$ cat config.mk
export PLATFORM = sky130hd
export DESIGN_NAME = kf_in_service_ctrl_flat
export DESIGN_NICKNAME = d
export VERILOG_FILES = /design/src/rtl/kf_in_service_ctrl_if.sv /design/src/rtl/kf_in_service_ctrl.sv /design/src/flat_wrapper.sv
export SDC_FILE = /design/constraint.sdc
export NUM_CORES = 1
export LEC_CHECK = 0
export CORE_MARGIN = 2
export CORE_UTILIZATION = 60
export CTS_BUF_LIST = sky130_fd_sc_hd__clkbuf_2
export CTS_CLUSTER_SIZE = 16
export DETAILED_ROUTE_END_ITERATION = 6
export HOLD_SLACK_MARGIN = 0.02
export PLACE_DENSITY = 0.91
export SETUP_SLACK_MARGIN = 0.02
export SYNTH_ARGS = -nofsm -noshare
export SYNTH_HDL_FRONTEND = slang
export SYNTH_SLANG_ARGS = --single-unit
$ cat constraint.sdc
create_clock -name clock -period 6.1 [get_ports clock]
set_input_delay 0.915 -clock clock [delete_from_list [all_inputs] [get_ports clock]]
set_output_delay 0.915 -clock clock [all_outputs]
set_load 0.02 [all_outputs]
$ cat src/rtl/kf_in_service_ctrl_if.sv
// rtl/kf_in_service_ctrl_if.sv - acknowledge/command/status bundle for the in-service controller
interface kf_in_service_ctrl_if #(
  parameter int NUM_LEVELS = 8,
  parameter int LEVEL_W    = $clog2(NUM_LEVELS)
);
  logic                  ack_strobe;
  logic [NUM_LEVELS-1:0] ack_vector;
  logic                  ack_done;
  logic                  aeoi_mode;
  logic                  aeoi_rotate;
  logic                  cmd_valid;
  logic [2:0]            cmd_type;
  logic [LEVEL_W-1:0]    cmd_level;
  logic [NUM_LEVELS-1:0] special_mask;
  logic [NUM_LEVELS-1:0] in_service_register;
  logic [NUM_LEVELS-1:0] highest_level_in_service;
  logic [LEVEL_W-1:0]    lowest_priority;
  logic                  aeoi_pending;

  modport master (
    output ack_strobe, ack_vector, ack_done, aeoi_mode, aeoi_rotate,
           cmd_valid, cmd_type, cmd_level, special_mask,
    input  in_service_register, highest_level_in_service, lowest_priority, aeoi_pending
  );

  modport slave (
    input  ack_strobe, ack_vector, ack_done, aeoi_mode, aeoi_rotate,
           cmd_valid, cmd_type, cmd_level, special_mask,
    output in_service_register, highest_level_in_service, lowest_priority, aeoi_pending
  );
endinterface

$ cat src/rtl/kf_in_service_ctrl.sv
// rtl/kf_in_service_ctrl.sv - interrupt in-service register with EOI, rotation and automatic EOI
module kf_in_service_ctrl #(
  parameter int NUM_LEVELS = 8,
  parameter int LEVEL_W    = $clog2(NUM_LEVELS)
) (
  input  logic                 clock,
  input  logic                 reset,
  kf_in_service_ctrl_if.slave  bus
);

  typedef enum logic {IDLE, ACK_WAIT} state_t;

  localparam logic [NUM_LEVELS-1:0] ONE_VEC   = {{(NUM_LEVELS-1){1'b0}}, 1'b1};
  localparam logic [LEVEL_W:0]      ONE_IDX   = {{LEVEL_W{1'b0}}, 1'b1};
  localparam logic [LEVEL_W:0]      LEVELS_IX = (LEVEL_W+1)'(NUM_LEVELS);
  localparam logic [LEVEL_W-1:0]    LOWEST_RST = LEVEL_W'(NUM_LEVELS-1);

  state_t                state_q, state_d;
  logic [LEVEL_W-1:0]    ack_level_q, ack_level_d;
  logic [NUM_LEVELS-1:0] isr_q, isr_d;
  logic [NUM_LEVELS-1:0] highest_q, highest_d;
  logic [LEVEL_W-1:0]    lowest_q, lowest_d;

  // Rotate so the level after lp sits at bit 0, isolate the lowest set bit, rotate back.
  function automatic logic [NUM_LEVELS-1:0] resolve(input logic [NUM_LEVELS-1:0] v,
                                                    input logic [LEVEL_W-1:0]    lp);
    logic [LEVEL_W:0]        s;
    logic [2*NUM_LEVELS-1:0] dbl;
    logic [NUM_LEVELS-1:0]   r;
    logic [NUM_LEVELS-1:0]   p;
    s = {1'b0, lp} + ONE_IDX;
    if (s >= LEVELS_IX) s = '0;
    dbl = {v, v} >> s;
    r   = dbl[NUM_LEVELS-1:0];
    p   = r & (~r + ONE_VEC);
    dbl = {p, p} << s;
    return dbl[2*NUM_LEVELS-1:NUM_LEVELS];
  endfunction

  function automatic logic [LEVEL_W-1:0] onehot_to_idx(input logic [NUM_LEVELS-1:0] v);
    logic [LEVEL_W-1:0] idx;
    idx = '0;
    for (int i = 0; i < NUM_LEVELS; i++) begin
      if (v[i]) idx = LEVEL_W'(i);
    end
    return idx;
  endfunction

  // State register with asynchronous reset; level 0 starts as highest priority.
  always_ff @(posedge clock or posedge reset) begin
    if (reset) begin
      state_q     <= IDLE;
      ack_level_q <= '0;
      isr_q       <= '0;
      highest_q   <= '0;
      lowest_q    <= LOWEST_RST;
    end else begin
      state_q     <= state_d;
      ack_level_q <= ack_level_d;
      isr_q       <= isr_d;
      highest_q   <= highest_d;
      lowest_q    <= lowest_d;
    end
  end

  logic [NUM_LEVELS-1:0] masked_isr;
  logic [NUM_LEVELS-1:0] ns_pick;
  logic [NUM_LEVELS-1:0] clear_vec;
  logic [NUM_LEVELS-1:0] cmd_onehot;
  logic                  ack_valid;
  logic                  level_ok;

  // Next-state: FSM for automatic EOI, then commands (whose rotation overrides AEOI rotation).
  always_comb begin
    state_d     = state_q;
    ack_level_d = ack_level_q;
    lowest_d    = lowest_q;
    clear_vec   = '0;
    masked_isr  = isr_q & ~bus.special_mask;
    ns_pick     = resolve(masked_isr, lowest_q);
    ack_valid   = bus.ack_strobe && (bus.ack_vector != '0);
    level_ok    = ({1'b0, bus.cmd_level} < LEVELS_IX);
    cmd_onehot  = ONE_VEC << bus.cmd_level;

    case (state_q)
      IDLE: begin
        if (ack_valid && bus.aeoi_mode) begin
          state_d     = ACK_WAIT;
          ack_level_d = onehot_to_idx(bus.ack_vector);
        end
      end
      ACK_WAIT: begin
        if (bus.ack_done) begin
          clear_vec = clear_vec | (ONE_VEC << ack_level_q);
          if (bus.aeoi_rotate) lowest_d = ack_level_q;
          state_d = (ack_valid && bus.aeoi_mode) ? ACK_WAIT : IDLE;
        end
        if (ack_valid) ack_level_d = onehot_to_idx(bus.ack_vector);
      end
      default: state_d = IDLE;
    endcase

    if (bus.cmd_valid) begin
      case (bus.cmd_type)
        3'd0: clear_vec = clear_vec | ns_pick;
        3'd2: begin
          if (masked_isr != '0) begin
            clear_vec = clear_vec | ns_pick;
            lowest_d  = onehot_to_idx(ns_pick);
          end
        end
        3'd1: if (level_ok) clear_vec = clear_vec | cmd_onehot;
        3'd3: begin
          if (level_ok) begin
            clear_vec = clear_vec | cmd_onehot;
            lowest_d  = bus.cmd_level;
          end
        end
        3'd4: if (level_ok) lowest_d = bus.cmd_level;
        default: ;
      endcase
    end

    isr_d     = (isr_q & ~clear_vec) | (bus.ack_strobe ? bus.ack_vector : '0);
    highest_d = resolve(isr_d & ~bus.special_mask, lowest_d);
  end

  assign bus.in_service_register      = isr_q;
  assign bus.highest_level_in_service = highest_q;
  assign bus.lowest_priority          = lowest_q;
  assign bus.aeoi_pending             = (state_q == ACK_WAIT);

endmodule
$ cat src/flat_wrapper.sv
// flat-port wrapper written by rule: the top's interface ports become plain ports
module kf_in_service_ctrl_flat 
#(
  parameter int NUM_LEVELS = 8,
  parameter int LEVEL_W    = $clog2(NUM_LEVELS)
)
  (clock, reset, bus_ack_strobe, bus_ack_vector, bus_ack_done, bus_aeoi_mode, bus_aeoi_rotate, bus_cmd_valid, bus_cmd_type, bus_cmd_level, bus_special_mask, bus_in_service_register, bus_highest_level_in_service, bus_lowest_priority, bus_aeoi_pending);
  kf_in_service_ctrl_if #(.NUM_LEVELS(NUM_LEVELS), .LEVEL_W(LEVEL_W)) bus_i ();
  input  logic clock;
  input  logic reset;
  input wire logic [$bits(bus_i.ack_strobe)-1:0] bus_ack_strobe;
  input wire logic [$bits(bus_i.ack_vector)-1:0] bus_ack_vector;
  input wire logic [$bits(bus_i.ack_done)-1:0] bus_ack_done;
  input wire logic [$bits(bus_i.aeoi_mode)-1:0] bus_aeoi_mode;
  input wire logic [$bits(bus_i.aeoi_rotate)-1:0] bus_aeoi_rotate;
  input wire logic [$bits(bus_i.cmd_valid)-1:0] bus_cmd_valid;
  input wire logic [$bits(bus_i.cmd_type)-1:0] bus_cmd_type;
  input wire logic [$bits(bus_i.cmd_level)-1:0] bus_cmd_level;
  input wire logic [$bits(bus_i.special_mask)-1:0] bus_special_mask;
  output wire logic [$bits(bus_i.in_service_register)-1:0] bus_in_service_register;
  output wire logic [$bits(bus_i.highest_level_in_service)-1:0] bus_highest_level_in_service;
  output wire logic [$bits(bus_i.lowest_priority)-1:0] bus_lowest_priority;
  output wire logic [$bits(bus_i.aeoi_pending)-1:0] bus_aeoi_pending;
  assign bus_i.ack_strobe = bus_ack_strobe;
  assign bus_i.ack_vector = bus_ack_vector;
  assign bus_i.ack_done = bus_ack_done;
  assign bus_i.aeoi_mode = bus_aeoi_mode;
  assign bus_i.aeoi_rotate = bus_aeoi_rotate;
  assign bus_i.cmd_valid = bus_cmd_valid;
  assign bus_i.cmd_type = bus_cmd_type;
  assign bus_i.cmd_level = bus_cmd_level;
  assign bus_i.special_mask = bus_special_mask;
  assign bus_in_service_register = bus_i.in_service_register;
  assign bus_highest_level_in_service = bus_i.highest_level_in_service;
  assign bus_lowest_priority = bus_i.lowest_priority;
  assign bus_aeoi_pending = bus_i.aeoi_pending;
  kf_in_service_ctrl #(.NUM_LEVELS(NUM_LEVELS), .LEVEL_W(LEVEL_W)) u_core (.clock(clock), .reset(reset), .bus(bus_i));
endmodule
Word-level counts from Yosys, hierarchy flattened
Cells that the tools add are included.

word-level totals
  bits in read-only memories = 0
  RAM bits = 0
  register bits = 23
  logic and storage cells = 78
  memories kept = 0
  bits in latches = 0

operators by class
  div/mod/pow operators = 0
  mux-type cells = 34
  shifts and indexed selects = 6
  add/subtract/negate cells = 4
  equal/unequal tests = 6
  reduce and logical (&&, ||, !) cells = 8
  $lt $le $gt $ge = 2
  multiply operators = 0
  bitwise gates (word level) = 13

operators with widths
  cell                   number
  $mux W3                15
  $and A8 B8 Y8          5
  $mux W8                5
  $not A8 Y8             4
  $shl A16 B4 Y16        2
  $shr A16 B4 Y8         2
  $or A8 B8 Y8           3
  $pmux W8 S3            1
  $add A8 B1 Y8 const B  2
  $reduce_bool A8 Y1     2
  $shl A1 B3 Y8 const A  2
  $pmux W3 S2            2
  $add A3 B1 Y4 const B  2
  $ge A4 B4 Y1 const B   2
  $mux W2                4
  $mux W4                2
  $eq A3 B2 Y1 const B   2
  $mux W1                4
  $reduce_or A2 Y1       2
  $eq A3 B1 Y1 const B   1
  $eq A3 B3 Y1 const B   1
  $logic_not A3 Y1       1
  $logic_and A1 B1 Y1    2
  $ne A2 B1 Y1 const B   1
  4 further kinds        4

Longest topological paths before layout
  depth after elaboration = 26
  gate-level depth with buffers = 24

Worst setup path before layout
No wires, ideal clock.

  path kind = input to register
  start point = input port bus_special_mask[2]
  end point = register u_core.highest_q[3] (netlist: u_core.bus.highest_level_in_service[3])
  library setup time = 0.125 ns
  data required time = 5.975 ns
  setup slack = 0.770 ns
  cell stages on the path = 20
  path buffers = 2
  arrival time = 5.206 ns
  cells stage by stage = clkbuf_2 or3b_1 nand2_1 o32ai_1 and4_1 o311a_4 nor4b_4 a21o_4 inv_4 clkbuf_1 ha_1 clkinv_1 or4b_1 o21a_1 nand4_1 mux2_2 nand2b_1 o22a_1 o22ai_1 mux2_2

on the way
  longest elaborated chain between the ends = 25

RTL lines
  item                     RTL line                  text
  start: declaration       flat_wrapper.sv:19        input wire logic [$bits(bus_i.special_mask)-1:0] bus_special_mask;
  $not A8 Y8 (*)           kf_in_service_ctrl.sv:79  masked_isr = isr_q & ~bus.special_mask;
  $and A8 B8 Y8 (*)        kf_in_service_ctrl.sv:79
  $shr A16 B4 Y8           kf_in_service_ctrl.sv:33  dbl = {v, v} >> s;
  $not A8 Y8               kf_in_service_ctrl.sv:35  p = r & (~r + ONE_VEC);
  $add A8 B1 Y8            kf_in_service_ctrl.sv:35
  $and A8 B8 Y8            kf_in_service_ctrl.sv:35
  $shl A16 B4 Y16          kf_in_service_ctrl.sv:36  dbl = {p, p} << s;
  $mux W1                  kf_in_service_ctrl.sv:44  if (v[i]) idx = LEVEL_W'(i);
  (+9 left out)            n/a
  via u_core.lowest_d[0]   kf_in_service_ctrl.sv:22  logic [LEVEL_W-1:0] lowest_q, lowest_d;
  (+1 left out)            n/a
  $ge A4 B4 Y1             kf_in_service_ctrl.sv:32  if (s >= LEVELS_IX) s = '0;
  $mux W4 (*)              kf_in_service_ctrl.sv:32
  $shr A16 B4 Y8           kf_in_service_ctrl.sv:33
  $not A8 Y8               kf_in_service_ctrl.sv:35
  $add A8 B1 Y8            kf_in_service_ctrl.sv:35
  $and A8 B8 Y8            kf_in_service_ctrl.sv:35
  $shl A16 B4 Y16 (*)      kf_in_service_ctrl.sv:36
  via u_core.highest_d[3]  kf_in_service_ctrl.sv:21  logic [NUM_LEVELS-1:0] highest_q, highest_d;
  end signal: assignment   kf_in_service_ctrl.sv:61  highest_q <= highest_d;
  end: declaration         kf_in_service_ctrl.sv:21

Mark *: on every way through the listed nets, which the timed path passes. The rest lies on a longest branch.
A chain may end at the register's enable or synchronous reset.

Final worst setup path
  start point = register u_core.lowest_q[1] (netlist: u_core.bus.lowest_priority[1])
  end point = register u_core.highest_q[2] (netlist: u_core.bus.highest_level_in_service[2])

RTL lines
  item                      RTL line                  text
  start: declaration        kf_in_service_ctrl.sv:22
  start signal: assignment  kf_in_service_ctrl.sv:62  lowest_q <= lowest_d;
  $add A3 B1 Y4             kf_in_service_ctrl.sv:31  s = {1'b0, lp} + ONE_IDX;
  $ge A4 B4 Y1              kf_in_service_ctrl.sv:32
  $mux W4                   kf_in_service_ctrl.sv:32
  $shr A16 B4 Y8            kf_in_service_ctrl.sv:33
  $not A8 Y8                kf_in_service_ctrl.sv:35
  $add A8 B1 Y8             kf_in_service_ctrl.sv:35
  $and A8 B8 Y8             kf_in_service_ctrl.sv:35
  $shl A16 B4 Y16           kf_in_service_ctrl.sv:36
  (+9 left out)             n/a
  via u_core.lowest_d[1]    kf_in_service_ctrl.sv:22
  (+1 left out)             n/a
  $ge A4 B4 Y1              kf_in_service_ctrl.sv:32
  $mux W4 (*)               kf_in_service_ctrl.sv:32
  $shr A16 B4 Y8            kf_in_service_ctrl.sv:33
  $not A8 Y8                kf_in_service_ctrl.sv:35
  $add A8 B1 Y8             kf_in_service_ctrl.sv:35
  $and A8 B8 Y8             kf_in_service_ctrl.sv:35
  $shl A16 B4 Y16 (*)       kf_in_service_ctrl.sv:36
  via u_core.highest_d[2]   kf_in_service_ctrl.sv:21

Marks and branches as above.

==> out/results.txt <==
CTS tree: yes
final hold vios: 0
Post-DRT Antenna Nets: 0
ys async rst share: 100%
clock sink count: 23
input/output buffers: 48
Required @ worst endpoint: 6.39 ns
# IOs: 49
Hold Path Class: reg -> reg
htree depth: 1
worst-path maximum fanout: 19
critical path arrival: 6.11 ns
setup TNS after final layout: 0 ns
ANT cells: 0
Die ar.: 8170 um^2
worst-skew pair later-pin latency: 0.39 ns
Critical Path Source Type: register
Post-CTS Setup Repair Bufs: 0
CP startpoint: u_core.bus.lowest_priority[1]
drt via density: 7.39
post-CTS sizing: 0
post-synthesis register bit count: 23
Crit. End Element: register
initial antenna violation count: 0
CTS Buf Count: 3
cell row count: 31
die width: 90.4 um
Slew Viols, Final: 0
final period demand of the worst path: 5.83 ns
hold path cells: 2
maximum clock rate: 0.172 GHz
cells after synthesis: 588
routed via count: 5,454
maximum buffer depth of the clock tree: 2
commonest cells in the netlist: nand2_1 (51), nor2_1 (50), o21ai_0 (37)
final WL: 16,700 um
WHS Endpoint: u_core.ack_level_q[2]
# nets final: 671
final period utilization: 95.5%
R2R depth: 19
Placer Congestion: 1.12
placed wire-length estimate: 13,200 um
first-pass GRT wire length: 26,900 um
clock root buffer: clkbuf_2
1st-iter DRT viols: 694
reg2reg setup slack: 0.27 ns
status: finished clean
Synth area leader: dfrtp_1
proportion of netlist area held by the largest area contributor: 11.2%
RSZ-0062 raised after global routing: false
Mapped Area: 4480 um^2
Avg Inst Size Synth: 7.62 um^2
Worst Skew: 0.0487 ns
prevailing post-synth register cell: dfrtp_1
total global routing overflow: 0
Reg-to-Reg End: u_core.bus.highest_level_in_service[2]
share of cells above drive strength 1: 17.5%
CP Class: reg -> reg
iteration count of the initial detailed-routing pass: 5
count of max-cap constraint violations: 0
Least-Margin Pin Slew: 0.954 ns
routed len/inst: 22.6 um
Hold Crit Start: u_core.ack_level_q[2]
most common cell in the netlist: nand2_1
CTS clk-pin slew, worst paths: 0.27 ns
r2r startpoint: u_core.bus.lowest_priority[1]
Cell variety after synth: 103
core area: 7250 um^2
Initial Util: 61.8%
Tot GR Track Use: 40.1%
syn_nets: 619
yosys warns: 0
worst relative slew slack: 36.4%
number of global-route vias before repair: 5,249
chip height: 90.4 um
Post-route DRC: 0
largest net degree at the start of global routing: 52
endpoints failing setup: 0
Hold Buf Count CTS: 0
sequential element share of the synthesized area: 12.9%
ranking of synthesized cells by area: dfrtp_1 (11%), nand2_1 (4.3%), nor2_1 (4.2%)
Layout area overhead: 14.9%
Post-synth EDFFs: 0
-- worst max path at each step --
stage                                                  end  slack, ns  depth (start not counted)
global route        u_core.bus.highest_level_in_service[6]       0.04                         20
floorplan           u_core.bus.highest_level_in_service[3]       0.77                         20
finish              u_core.bus.highest_level_in_service[2]       0.27                         19
detailed placement  u_core.bus.highest_level_in_service[2]      0.002                         18
CTS                 u_core.bus.highest_level_in_service[2]       0.34                         18
global placement    u_core.bus.highest_level_in_service[2]       0.08                         18
-- layer usage --
layer | vias up | GRT usage [%] | routed length (um)
li1 | 2408 | - | -
met1 | 2479 | 52.5 | 6320
met2 | 470 | 62.6 | 7410
met3 | 97 | 8.93 | 2040
met4 | 0 | 19.0 | 906
met5 | - | 0 | 0
-- logic make-up after synthesis --
| logic type | count (synthesis) | synth area share [%] |
|---|---|---|
| compound gates | 217 | 38.0 |
| fa+ha+maj | 2 | 0.558 |
| buf+inv | 52 | 6.20 |
| flops | 23 | 12.9 |
| mux | 30 | 7.20 |
| simple gates | 264 | 35.1 |
-- through the flow --
step / setup WS [ns] / std cells / hold slack [ns] / util (%) / area (um^2)
3_5_place_dp: 0.00163 / 734 / 0.600 / 70.5 / 5110
6_report: 0.272 / 738 / 0.638 / 71.0 / 5150
3_3_place_gp: 0.0773 / 734 / 0.588 / 70.5 / 5110
5_1_grt: 0.0432 / 738 / 0.696 / 71.0 / 5150
4_1_cts: 0.343 / 738 / 0.624 / 70.8 / 5130
2_1_floorplan: 0.770 / 588 / 0.551 / - / 4480
-- layout by cell type (no fill, tap or decap), types with 7 or more instances in the layout --
cell             instances
inv_1                   19
nand3_1                 25
nand4_1                  8
mux2i_1                 18
a31oi_1                 11
and3b_1                  9
o21ai_0                 37
a21oi_1                 26
mux2_2                  10
a211oi_1                11
o211ai_1                13
nand3b_1                 7
clkdlybuf4s50_1         48
nor2b_1                  9
and3_1                   7
o31ai_1                  8
nor3_1                  13
nand2b_1                13
nor2_1                  50
dfrtp_1                 20
a32oi_1                  7
nand2_1                 51
buf_4                   30
o21a_1                  10
or3_1                    7
-- state kept, by name (all words and copies together), names as in the netlist --
register,cells
u_core.bus.in_service_register,8
u_core.ack_level_q,3
u_core.bus.lowest_priority,3
u_core.bus.highest_level_in_service,8
u_core.bus.aeoi_pending,1
-- final cells by class --
| type | instances | area, um^2 |
|---|---|---|
| multi-input combinational | 513 | 3640 |
| clock inverter | 1 | 5.00 |
| sequential | 23 | 579 |
| tap | 99 | 124 |
| fill | 609 | 2100 |
| timing repair buffer | 78 | 706 |
| inverter | 21 | 81.3 |
| clock buffer | 3 | 15.0 |
-- worst max-delay path: stages (launching register included) --
cell      delay (ns)
dfstp_2         0.65
ha_1            0.46
nand2b_1        0.27
o21ai_4         0.25
buf_4           0.33
nor3_1          0.13
a21oi_1         0.28
nand4_2         0.20
o21a_1          0.28
a41o_1          0.25
a21oi_1         0.19
ha_1            0.28
and4bb_1        0.24
or3_1           0.43
nor2_2          0.21
mux2_2          0.43
or4_1           0.42
a31oi_1         0.19
a31oi_1         0.07
mux2i_1         0.15
Power is left out: the tool's default activity adds up to more than one toggle a clock period on the data nets, which glitch-free logic cannot reach.
